## src/rtl/flash_host_ctrl.sv

```systemverilog
// Request/response front end for the single-port flash/MTP macro: one outstanding
// access, registered macro strobes, programming busy time and read timeout.
module flash_host_ctrl #(
    parameter int unsigned Width      = 32,
    parameter int unsigned Depth      = 8192,
    parameter int unsigned ProgCycles = 4,
    parameter int unsigned RdTimeout  = 8,
    localparam int unsigned Aw        = $clog2(Depth),
    localparam int unsigned NB        = Width / 8
) (
    input  logic              clk_i,
    input  logic              rst_ni,
    input  logic              req_valid_i,
    output logic              req_ready_o,
    input  logic              req_we_i,
    input  logic [31:0]       req_addr_i,
    input  logic [NB-1:0]     req_be_i,
    input  logic [Width-1:0]  req_wdata_i,
    output logic              rsp_valid_o,
    input  logic              rsp_ready_i,
    output logic [Width-1:0]  rsp_rdata_o,
    output logic              rsp_err_o,
    output logic              busy_o,
    output logic              flash_cs_o,
    output logic              flash_we_o,
    output logic [Width-1:0]  flash_wmask_o,
    output logic [Aw-1:0]     flash_addr_o,
    output logic [Width-1:0]  flash_wdata_o,
    input  logic [Width-1:0]  flash_dout_i,
    input  logic              flash_dvalid_i
);

    typedef enum logic [2:0] {
        IDLE,
        RD_STB,
        RD_WAIT,
        WR_STB,
        PROG,
        RSP
    } state_e;

    localparam int unsigned CntMax = (RdTimeout > ProgCycles) ? RdTimeout : ProgCycles;
    localparam int unsigned CW     = $clog2(CntMax + 1);
    localparam logic [CW-1:0] RdLast   = CW'(RdTimeout - 2);
    localparam logic [CW-1:0] ProgLast = (ProgCycles > 0) ? CW'(ProgCycles - 1) : '0;
    localparam logic [31:0]   ByteLimit = 32'(Depth * NB);

    state_e           r_state, w_state_nxt;
    logic [CW-1:0]    r_cnt, w_cnt_nxt;
    logic             r_cs, w_cs_nxt;
    logic             r_we, w_we_nxt;
    logic [Width-1:0] r_wmask, w_wmask_nxt;
    logic [Aw-1:0]    r_addr, w_addr_nxt;
    logic [Width-1:0] r_wdata, w_wdata_nxt;
    logic             r_rsp_valid, w_rsp_valid_nxt;
    logic             r_rsp_err, w_rsp_err_nxt;
    logic [Width-1:0] r_rsp_rdata, w_rsp_rdata_nxt;
    logic [Width-1:0] w_be_mask;
    logic             w_addr_err;

    always_comb begin
        w_be_mask = '0;
        for (int unsigned i = 0; i < NB; i++) begin
            w_be_mask[i*8 +: 8] = {8{req_be_i[i]}};
        end
    end

    assign w_addr_err = (req_addr_i[1:0] != 2'b00) || (req_addr_i >= ByteLimit);

    always_comb begin
        w_state_nxt     = r_state;
        w_cnt_nxt       = r_cnt;
        w_cs_nxt        = 1'b0;
        w_we_nxt        = 1'b0;
        w_wmask_nxt     = '0;
        w_addr_nxt      = r_addr;
        w_wdata_nxt     = r_wdata;
        w_rsp_valid_nxt = r_rsp_valid;
        w_rsp_err_nxt   = r_rsp_err;
        w_rsp_rdata_nxt = r_rsp_rdata;
        unique case (r_state)
            IDLE: begin
                if (req_valid_i) begin
                    if (w_addr_err || (req_we_i && (req_be_i == '0))) begin
                        // Rejected or empty-mask requests answer without touching the macro
                        w_state_nxt     = RSP;
                        w_rsp_valid_nxt = 1'b1;
                        w_rsp_err_nxt   = w_addr_err;
                        w_rsp_rdata_nxt = '0;
                    end else begin
                        w_addr_nxt = req_addr_i[Aw+1:2];
                        w_cs_nxt   = 1'b1;
                        if (req_we_i) begin
                            w_we_nxt    = 1'b1;
                            w_wmask_nxt = w_be_mask;
                            w_wdata_nxt = req_wdata_i;
                            w_state_nxt = WR_STB;
                        end else begin
                            w_state_nxt = RD_STB;
                        end
                    end
                end
            end
            RD_STB: begin
                w_state_nxt = RD_WAIT;
                w_cnt_nxt   = '0;
            end
            RD_WAIT: begin
                if (flash_dvalid_i) begin
                    w_state_nxt     = RSP;
                    w_rsp_valid_nxt = 1'b1;
                    w_rsp_err_nxt   = 1'b0;
                    w_rsp_rdata_nxt = flash_dout_i;
                end else if (r_cnt >= RdLast) begin
                    w_state_nxt     = RSP;
                    w_rsp_valid_nxt = 1'b1;
                    w_rsp_err_nxt   = 1'b1;
                    w_rsp_rdata_nxt = '0;
                end else begin
                    w_cnt_nxt = r_cnt + CW'(1);
                end
            end
            WR_STB: begin
                w_cnt_nxt = '0;
                if (ProgCycles == 0) begin
                    w_state_nxt     = RSP;
                    w_rsp_valid_nxt = 1'b1;
                    w_rsp_err_nxt   = 1'b0;
                    w_rsp_rdata_nxt = '0;
                end else begin
                    w_state_nxt = PROG;
                end
            end
            PROG: begin
                if (r_cnt >= ProgLast) begin
                    w_state_nxt     = RSP;
                    w_rsp_valid_nxt = 1'b1;
                    w_rsp_err_nxt   = 1'b0;
                    w_rsp_rdata_nxt = '0;
                end else begin
                    w_cnt_nxt = r_cnt + CW'(1);
                end
            end
            RSP: begin
                if (rsp_ready_i) begin
                    w_state_nxt     = IDLE;
                    w_rsp_valid_nxt = 1'b0;
                    w_rsp_err_nxt   = 1'b0;
                    w_rsp_rdata_nxt = '0;
                end
            end
            default: w_state_nxt = IDLE;
        endcase
    end

    always_ff @(posedge clk_i or negedge rst_ni) begin
        if (!rst_ni) begin
            r_state     <= IDLE;
            r_cnt       <= '0;
            r_cs        <= 1'b0;
            r_we        <= 1'b0;
            r_wmask     <= '0;
            r_addr      <= '0;
            r_wdata     <= '0;
            r_rsp_valid <= 1'b0;
            r_rsp_err   <= 1'b0;
            r_rsp_rdata <= '0;
        end else begin
            r_state     <= w_state_nxt;
            r_cnt       <= w_cnt_nxt;
            r_cs        <= w_cs_nxt;
            r_we        <= w_we_nxt;
            r_wmask     <= w_wmask_nxt;
            r_addr      <= w_addr_nxt;
            r_wdata     <= w_wdata_nxt;
            r_rsp_valid <= w_rsp_valid_nxt;
            r_rsp_err   <= w_rsp_err_nxt;
            r_rsp_rdata <= w_rsp_rdata_nxt;
        end
    end

    // Gated by rst_ni so every output reads 0 while reset is held
    assign req_ready_o   = rst_ni && (r_state == IDLE);
    assign busy_o        = (r_state != IDLE);
    assign rsp_valid_o   = r_rsp_valid;
    assign rsp_err_o     = r_rsp_err;
    assign rsp_rdata_o   = r_rsp_rdata;
    assign flash_cs_o    = r_cs;
    assign flash_we_o    = r_we;
    assign flash_wmask_o = r_wmask;
    assign flash_addr_o  = r_addr;
    assign flash_wdata_o = r_wdata;

endmodule

```

## config.mk

```make
export PLATFORM = sky130hd
export DESIGN_NAME = flash_host_ctrl
export DESIGN_NICKNAME = d
export VERILOG_FILES = /design/src/rtl/flash_host_ctrl.sv
export SDC_FILE = /design/constraint.sdc
export NUM_CORES = 1
export LEC_CHECK = 0
export CAP_MARGIN = 20
export CORE_ASPECT_RATIO = 0.8
export CORE_MARGIN = 4
export CORE_UTILIZATION = 43
export CTS_BUF_LIST = sky130_fd_sc_hd__clkbuf_4
export DETAILED_ROUTE_END_ITERATION = 10
export PLACE_DENSITY = 0.88
export SETUP_SLACK_MARGIN = 0.5
export SYNTH_ARGS = -nofsm -noshare
export SYNTH_HDL_FRONTEND = slang
export SYNTH_SLANG_ARGS = --single-unit
```

## constraint.sdc

```tcl
create_clock -name clk_i -period 3.29 [get_ports clk_i]
set_input_delay 0.8225 -clock clk_i [delete_from_list [all_inputs] [get_ports clk_i]]
set_output_delay 0.8225 -clock clk_i [all_outputs]
set_load 0.05 [all_outputs]
```

==> results of run 1 <==
state kept, by name (all words and copies together), names as in the netlist:
signal         count
flash_wdata_o     32
rsp_rdata_o       32
rsp_valid_o        1
r_state            3
rsp_err_o          1
flash_we_o         1
flash_cs_o         1
flash_addr_o      13
flash_wmask_o      4
r_cnt              4
worst max path at each step:
stage,cells after the start,endpoint,startpoint
floorplan,6,flash_wdata_o[10],req_addr_i[0]
global placement,7,rsp_rdata_o[1],req_be_i[0]
detailed placement,6,rsp_err_o,req_addr_i[0]
CTS,3,busy_o,r_state[0]
global route,1,flash_wmask_o[25],flash_wmask_o[30]
finish,1,flash_wmask_o[25],flash_wmask_o[30]
cells in the final DEF, fill, tap and decap left out, drive strengths merged, types with 2 or more instances in the layout:
cell type / netlist / routed
dfrtp: 92 / 92
inv: 6 / 10
a22o: 32 / 32
a211oi: 2 / 2
nor3: 6 / 6
nor2b: 5 / 5
a21oi: 3 / 3
and2: 7 / 7
o211ai: 2 / 2
clkdlybuf4s50: 0 / 217
ha: 2 / 2
mux2: 46 / 46
nand3: 3 / 3
clkbuf: 5 / 9
o21ai: 3 / 3
nand2: 7 / 7
mux2i: 2 / 2
nor4: 6 / 6
buf: 35 / 8
nor2: 6 / 6
stage by stage:
| step | setup WS (ns) | total power [mW] | utilization |
|---|---|---|---|
| 2_1_floorplan | 0.975 | 2.22 | - |
| 3_3_place_gp | 0.435 | 2.58 | 0.673 |
| 3_5_place_dp | 0.334 | 2.63 | 0.673 |
| 4_1_cts | 0.591 | 3.31 | 0.691 |
| 5_1_grt | 0.581 | 3.47 | 0.692 |
| 6_report | 0.678 | 3.29 | 0.692 |
power by group through the flow:
stage	Sequential [mW]	Clock [mW]	Combinational [mW]
after floorplan	1.61	0	0.613
after CTS	1.38	0.698	1.24
after detailed placement	1.40	0	1.23
final	1.39	0.671	1.23
after global placement	1.39	0	1.19
after global routing	1.40	0.745	1.32
metal layers:
metal / up-vias / GRT usage / share of wire
met5: - / 0 / 0
met1: 1431 / 0.235 / 0.40
li1: 1389 / - / -
met2: 155 / 0.330 / 0.49
met4: 0 / 0.0715 / 0.022
met3: 20 / 0.0557 / 0.086
layout make-up:
type	instances	area, um2
sequential	92	2300
clock buffer	9	67.6
inverter	6	22.5
clock inverter	7	91.3
timing repair buffer	226	2250
multi-input combinational	145	1390
fill	666	2800
tap	115	144
logic make-up after synthesis:
group | after synthesis
AO/OA/AOI/OAI | 50
adder cells (fa/ha/maj) | 2
buffers and inverters | 46
flip-flops | 92
multiplexers | 48
AND/OR/NAND/NOR | 45
timing repair:
item	CTS	global route
gates resized for setup	1	2
buffers inserted	1	0
pin swaps	1	0
setup endpoints to repair	1	1
==> results summary, run 1 <==
Of the cells placed in the final design, the portion with a size suffix greater than 1 is 0.163. The remaining max-slew budget at the tightest pin came out at 0.596. The CTS tree is done.

The required arrival time at the worst endpoint is 2.47 ns. The compound-cell area share of the yosys netlist came out at 0.105. The number of buffers inserted by hold repair at cts came out at 0. The proportion of netlist area held by the largest area contributor came out at 0.572. The post-route setup TNS is 0 ns. The upper clock frequency limit is 383 MHz.

The clock latency at the later pin of the worst-skew pair is 0.43 ns. The tightest hold path in the finished design has a slack of 0.446 ns. The total via count in the routed design came out at 2,995. The switching power share of the total came out at 0.395. The maximum root-to-sink buffer count is 2. The per-cell routed wire length is 18.2 um. The number of H-tree levels is 3. In the post-synthesis netlist, the cell with the most instances is dfrtp_1. The static power due to leakage came out at 2.86 nW. The number of nets at the end of the flow came out at 588. The cell area reported after detailed placement came out at 6110 um2. The main combinational cell family by area after synthesis is multiplexers. In this run, placement finished with an instance count of 583. The portion of the clock cycle consumed by the worst path in the final layout came out at 0.794. The largest fanout on the critical path came out at 8. The number of cells in the finished layout apart from fillers came out at 600. The summed instance area of the synthesized netlist is 4020 um2. From left edge to right edge, the die measures 116 um. Synthesis produced a netlist with a net count of 391. The total congestion overflow is 0. The warning count from the yosys run is 0.

Clock-pin slew was measured on the worst setup and hold paths at 0.15 ns. The count of routing violations after the opening detailed-route iteration came out at 140. The worst setup slack for register-to-register paths is 1.08 ns.

Setup repair after global routing left no endpoint under its margin. The actual transition at the worst max-transition pin is 0.606 ns. The number of vias per cell after detailed routing came out at 4.99. The worst register-to-register path begins at r_cnt[0]. The internal portion of the total power is 1.99 mW.

The number of maximum-capacitance constraint violations is 0. The share of total power in combinational logic came out at 0.375. In this run, CTS created clock tree buffers numbering 9. Relative to the synthesized area, the layout overhead comes to 56.1%. The cell at the root of the clock tree is clkbuf_4. The first-pass GRT wire length is 16.4 mm. The largest net degree at the start of global routing is 51. The detailed-router iteration count before antenna repair is 5. The proportion of synthesized chip area in sequential cells is 0.572. Dividing total power by cell area gives a power density of 524 nW/um2.

The worst reg2reg path depth came out at 7. The net switching power of the design is 1.30 mW. The number of top-level design ports came out at 221. The final design area excluding fillers is 6280 um2. The height of the die came out at 94.5 um. The largest area contributor in the synthesized netlist is dfrtp_1. In this run the mean area of a mapped cell was 14.2 um2.

The critical path is of the flop to output port type. Setup violations remaining at the end of the flow were counted as 0. STA classifies the critical path endpoint as an output port. The share of total power in the clock network came out at 0.204. The stage delay of the slowest cell on the critical path is 0.87 ns. The synthesized netlist cell count came out at 283.

The largest individual stage delay along the critical path comes from the cell clkdlybuf4s50_1. The number of global-route vias before repair came out at 3,272. The family with the most delay on the worst path is buffers and inverters. The simple-gate area share of the yosys netlist came out at 0.0728.

The HPWL after detailed placement came out at 8.60 mm. The CTS sink count is 92. After synthesis, the share of flip-flops with an asynchronous set or reset is 1.00. The number of nets with antenna violations after detailed routing is 0. The final routed DRC violation total came out at 0. The worst setup path is launched from a flop.

The tightest min-delay check is of the input pin to async pin type. Yosys mapped a number of flops with a built-in enable equal to 0. On the final layout, the worst clock skew is 0.0138 ns. The synthesized-area fraction occupied by adder cells came out at 0.00622. In the global route stage, overall resource usage came out at 0.194.

During placement, the flow inserted port buffers numbering 220. The number of buffers and inverters on the critical path came out at 1. The initial antenna violation count is 0. The core outline area came out at 9080 um2. The minimum clock period came out at 2.61 ns. The run finished with clean final reports.

After synthesis, the cell types taking the most area are dfrtp_1 (57%), mux2_4 (11%), a22o_1 (7.0%), buf_4 (5.2%), mux2_2 (3.9%). The worst register-to-register path ends at rsp_err_o. The number of antenna repair diodes is 0. By count the netlist is led by dfrtp_1 (92), a22o_1 (32), mux2_4 (30). The total wire length after detailed routing is 10.9 mm.

The routability congestion estimate is 0.791. Synthesis inferred 92 register bits. The share of the synthesized netlist area taken by xor and xnor gates came out at 0. The critical path goes through clkdlybuf4s50_1.

The number of hold violations in the final report is 0. In this run, distinct cell masters in the synthesized netlist total 38. For this configuration, the core starts out at a cell density of 0.443. Measured against the total synthesized area, the mux share comes to 0.162. Row generation in the floorplan step produced 31 rows. The maximum ir drop on the vdd rail came out at 488 uV. In the synthesized netlist the dominant register cell turns out to be dfrtp_1. The floorplan die area came out at 11,000 um2.

The final-report max-slew violation count is 0. Of the total power, registers draw 0.421. For the worst setup path, the data arrival time is 1.79 ns.
No activity file was read; power rests on OpenSTA's default activity.
==> inputs of run 2 (changes only) <==
--- a/config.mk
+++ b/config.mk
@@ -8,10 +8,10 @@
 export CAP_MARGIN = 20
 export CORE_ASPECT_RATIO = 0.8
 export CORE_MARGIN = 4
-export CORE_UTILIZATION = 43
+export CORE_UTILIZATION = 36
 export CTS_BUF_LIST = sky130_fd_sc_hd__clkbuf_4
 export DETAILED_ROUTE_END_ITERATION = 10
-export PLACE_DENSITY = 0.88
+export PLACE_DENSITY = 0.78
 export SETUP_SLACK_MARGIN = 0.5
 export SYNTH_ARGS = -nofsm -noshare
 export SYNTH_HDL_FRONTEND = slang
==> constraint.sdc (replaced) <==
create_clock -name clk_i -period 2.4 [get_ports clk_i]
set_input_delay 0.6 -clock clk_i [delete_from_list [all_inputs] [get_ports clk_i]]
set_output_delay 0.6 -clock clk_i [all_outputs]
set_load 0.05 [all_outputs]
==> results summary, run 2 (synthesis results as in run 1) <==
The library cell contributing the largest single delay on the critical path is or4_4. The CTS sink count is 92 (unchanged). The upper clock frequency limit is 474 MHz. The HPWL after detailed placement is 8.37 mm (-2.8%). The port buffer count came out at 220 (unchanged). The worst-case clock skew came to 0.0142 ns (+0.000381 ns).

The portion of the clock cycle consumed by the worst path in the final layout came out at 0.879. The total congestion overflow is 0 (unchanged). The total global-route track usage came to 0.180 (-0.0138). The stage delay of the slowest cell on the critical path was 0.50 ns (-0.37 ns). The clock-pin slew of the registers on the worst-case setup and hold paths is 0.15 ns (about the same). The category of the worst setup path capture point is a flop.

The core outline area came out at 10,900 um2 (+20%). The maximum root-to-sink buffer count came out at 2 (unchanged). The critical path goes through inv_2 -> ha_2 -> o21a_1 -> or4_4 -> o2111ai_4 -> a211o_4 -> buf_12 -> mux2_4. The clock latency at the later pin of the worst-skew pair is 0.43 ns (about the same).

The actual transition at the worst max-transition pin came out at 0.647 ns (+0.0411 ns). The minimum hold slack is 0.231 ns (-0.215 ns). The number of buffers and inverters on the critical path is 2 (+1). The count of routing violations after the opening detailed-route iteration came out at 82 (-41%). The detailed-router iteration count before antenna repair came to 4 (-1). The total clock buffers created by CTS is 9 (unchanged). The final worst setup slack is 0.290 ns (-0.388 ns). The floorplan die area is 12,900 um2 (+18%). The number of maximum-capacitance constraint violations came out at 0 (unchanged).

The first-pass GRT wire length is 18.0 mm (+9.3%). The final-report max-slew violation count is 0 (unchanged). The starting density of the core is 0.369 (-0.0738). The final standard cell utilization of the core is 0.634 (-0.0577). The number of H-tree levels came out at 3 (unchanged). The number of cell rows is 34 (+9.7%). The type of the tightest min-delay check is input pin to async pin. The share of cells above drive strength 1 came out at 0.517 (+0.354). The total via count in the routed design came out at 3,195 (+6.7%). Setup repair after global routing could not meet its margin everywhere. The total of fill cells in the finished design was 851 (+28%).

The final routed DRC violation total is 0 (unchanged). The per-cell routed wire length came out at 18.0 um (-0.63%). The number of top-level design ports came out at 221 (unchanged). The critical path data arrival time came out at 2.44 ns (+0.65 ns). The number of hold violations in the final report came out at 0 (unchanged).

The power density relative to cell area came to 794 nW/um2 (+52%). The setup slack after placement is -0.333 ns (-0.666 ns). The number of vias per cell after detailed routing is 4.75 (-4.8%). The minimum clock period is 2.11 ns.

The number of global-route vias before repair is 3,441 (+5.2%). The synthesis-to-layout area growth is 71.7%. The required arrival time at the worst endpoint came out at 2.74 ns (+0.27 ns).

The height of the die is 103 um (+8.5%). The run finished with clean final reports. The largest net degree at the start of global routing is 52 (+2.0%). Leaving out fill and tap cells, the most frequent cell in the layout is dfrtp_1.

The worst setup path category is flop to flop. STA classifies the critical path startpoint as a flop. The static power due to leakage is 3.31 nW (+16%). The routability congestion estimate was 0.794 (+0.46%). The maximum ir drop on the vdd rail is 591 uV (+21%). The total wire length after detailed routing came out at 12.1 mm (+11%).

The width of the die came to 126 um (+8.7%). The remaining max-slew budget at the tightest pin is 0.569 (-0.0274). The final setup violation count is 0 (unchanged). The largest fanout on the critical path is 3 (-5). CTS placed an instance of clkbuf_4 at the clock tree root. The number of nets with antenna violations after detailed routing came to 0 (unchanged).

TritonCTS built the clock tree. The number of antenna repair diodes came to 0 (unchanged). The number of nets at the end of the flow came out at 631 (+7.3%).

In the layout the commonest cells are dfrtp_1 (86), clkdlybuf4s50_1 (80), clkdlybuf4s15_2 (69). The initial antenna violation count is 0 (unchanged). On the critical path the largest part of the delay comes from simple AND/OR/NAND/NOR gates.
-- run 2: changes by cell type in the layout (fill, tap and decap cells not counted), moves of 5 or more --
cell             change
clkdlybuf4s15_2     +69
clkdlybuf4s15_1      +7
buf_4               +37
nor4_4               +6
buf_2               +27
clkdlybuf4s18_2      +5
nor4_1               -6
buf_12               +7
buf_16               +5
clkdlybuf4s50_1    -137
buf_6                +7
clkbuf_4             +7
-- run 2: final timing paths --
kind / start / slack, ns / endpoint / depth (start not counted)
worst max-delay path: r_cnt[0] / 0.29 / rsp_err_o / 8
worst min-delay path: rst_ni / 0.23 / flash_wmask_o[15] / 2
worst max register to register: r_cnt[0] / 0.29 / rsp_err_o / 8
worst min register to register: rsp_rdata_o[9] / 0.52 / rsp_rdata_o[9] / 1
max in group asynchronous: rst_ni / 1.11 / rsp_rdata_o[12] / 3
min in group clk_i: req_be_i[1] / 0.42 / flash_wmask_o[15] / 2
-- run 2: timing repair --
action                     CTS  global route
setup endpoints to repair  199           103
cloned                       5             1
gates resized for setup    505            49
hold buffers                 0             0
pin swaps                   16             8
buffers inserted            20             9
-- run 2: worst reg2reg max path, stage by stage, from the launching register on --
cell and delay, ns:
dfrtp_1 0.41, inv_2 0.06, ha_2 0.17, o21a_1 0.17, or4_4 0.50, o2111ai_4 0.13, a211o_4 0.17, buf_12 0.12
mux2_4 0.28
-- run 2: metrics by stage --
| stage | setup TNS (ns) | instance area (um2) | std cells | total power, mW |
|---|---|---|---|---|
| after floorplan | 0 | 4100 | 283 | 3.07 |
| after global placement | -15.82 | 6310 | 621 | 3.71 |
| after detailed placement | -21.94 | 6310 | 621 | 3.75 |
| after CTS | 0 | 6800 | 662 | 5.25 |
| after global routing | 0 | 6900 | 672 | 5.77 |
| final | 0 | 6900 | 672 | 5.48 |
-- run 2: final cells by class --
| class | count | area (um2) | share of cell area |
|---|---|---|---|
| well taps | 144 | 180 | 0.0261 |
| multi-input cells | 145 | 1540 | 0.223 |
| clock inverters | 7 | 72.6 | 0.0105 |
| inverters | 6 | 22.5 | 0.00326 |
| flip-flops and latches | 92 | 2310 | 0.335 |
| repair buffers | 269 | 2710 | 0.393 |
| clock buffers | 9 | 67.6 | 0.00979 |
-- run 2: where the power goes --
part	internal (mW)	total [mW]	switching [mW]
Combinational	1.41	2.78	1.36
Sequential	1.71	1.84	0.129
Clock	0.322	0.864	0.542
Total	3.45	5.48	2.03
-- run 2: layer usage --
| metal | GRT usage | up-vias | wire (um) |
|---|---|---|---|
| met3 | 0.0735 | 19 | 1080 |
| met1 | 0.209 | 1530 | 4830 |
| met5 | 0 | - | 0 |
| li1 | - | 1472 | - |
| met4 | 0.0627 | 0 | 214 |
| met2 | 0.307 | 174 | 5990 |
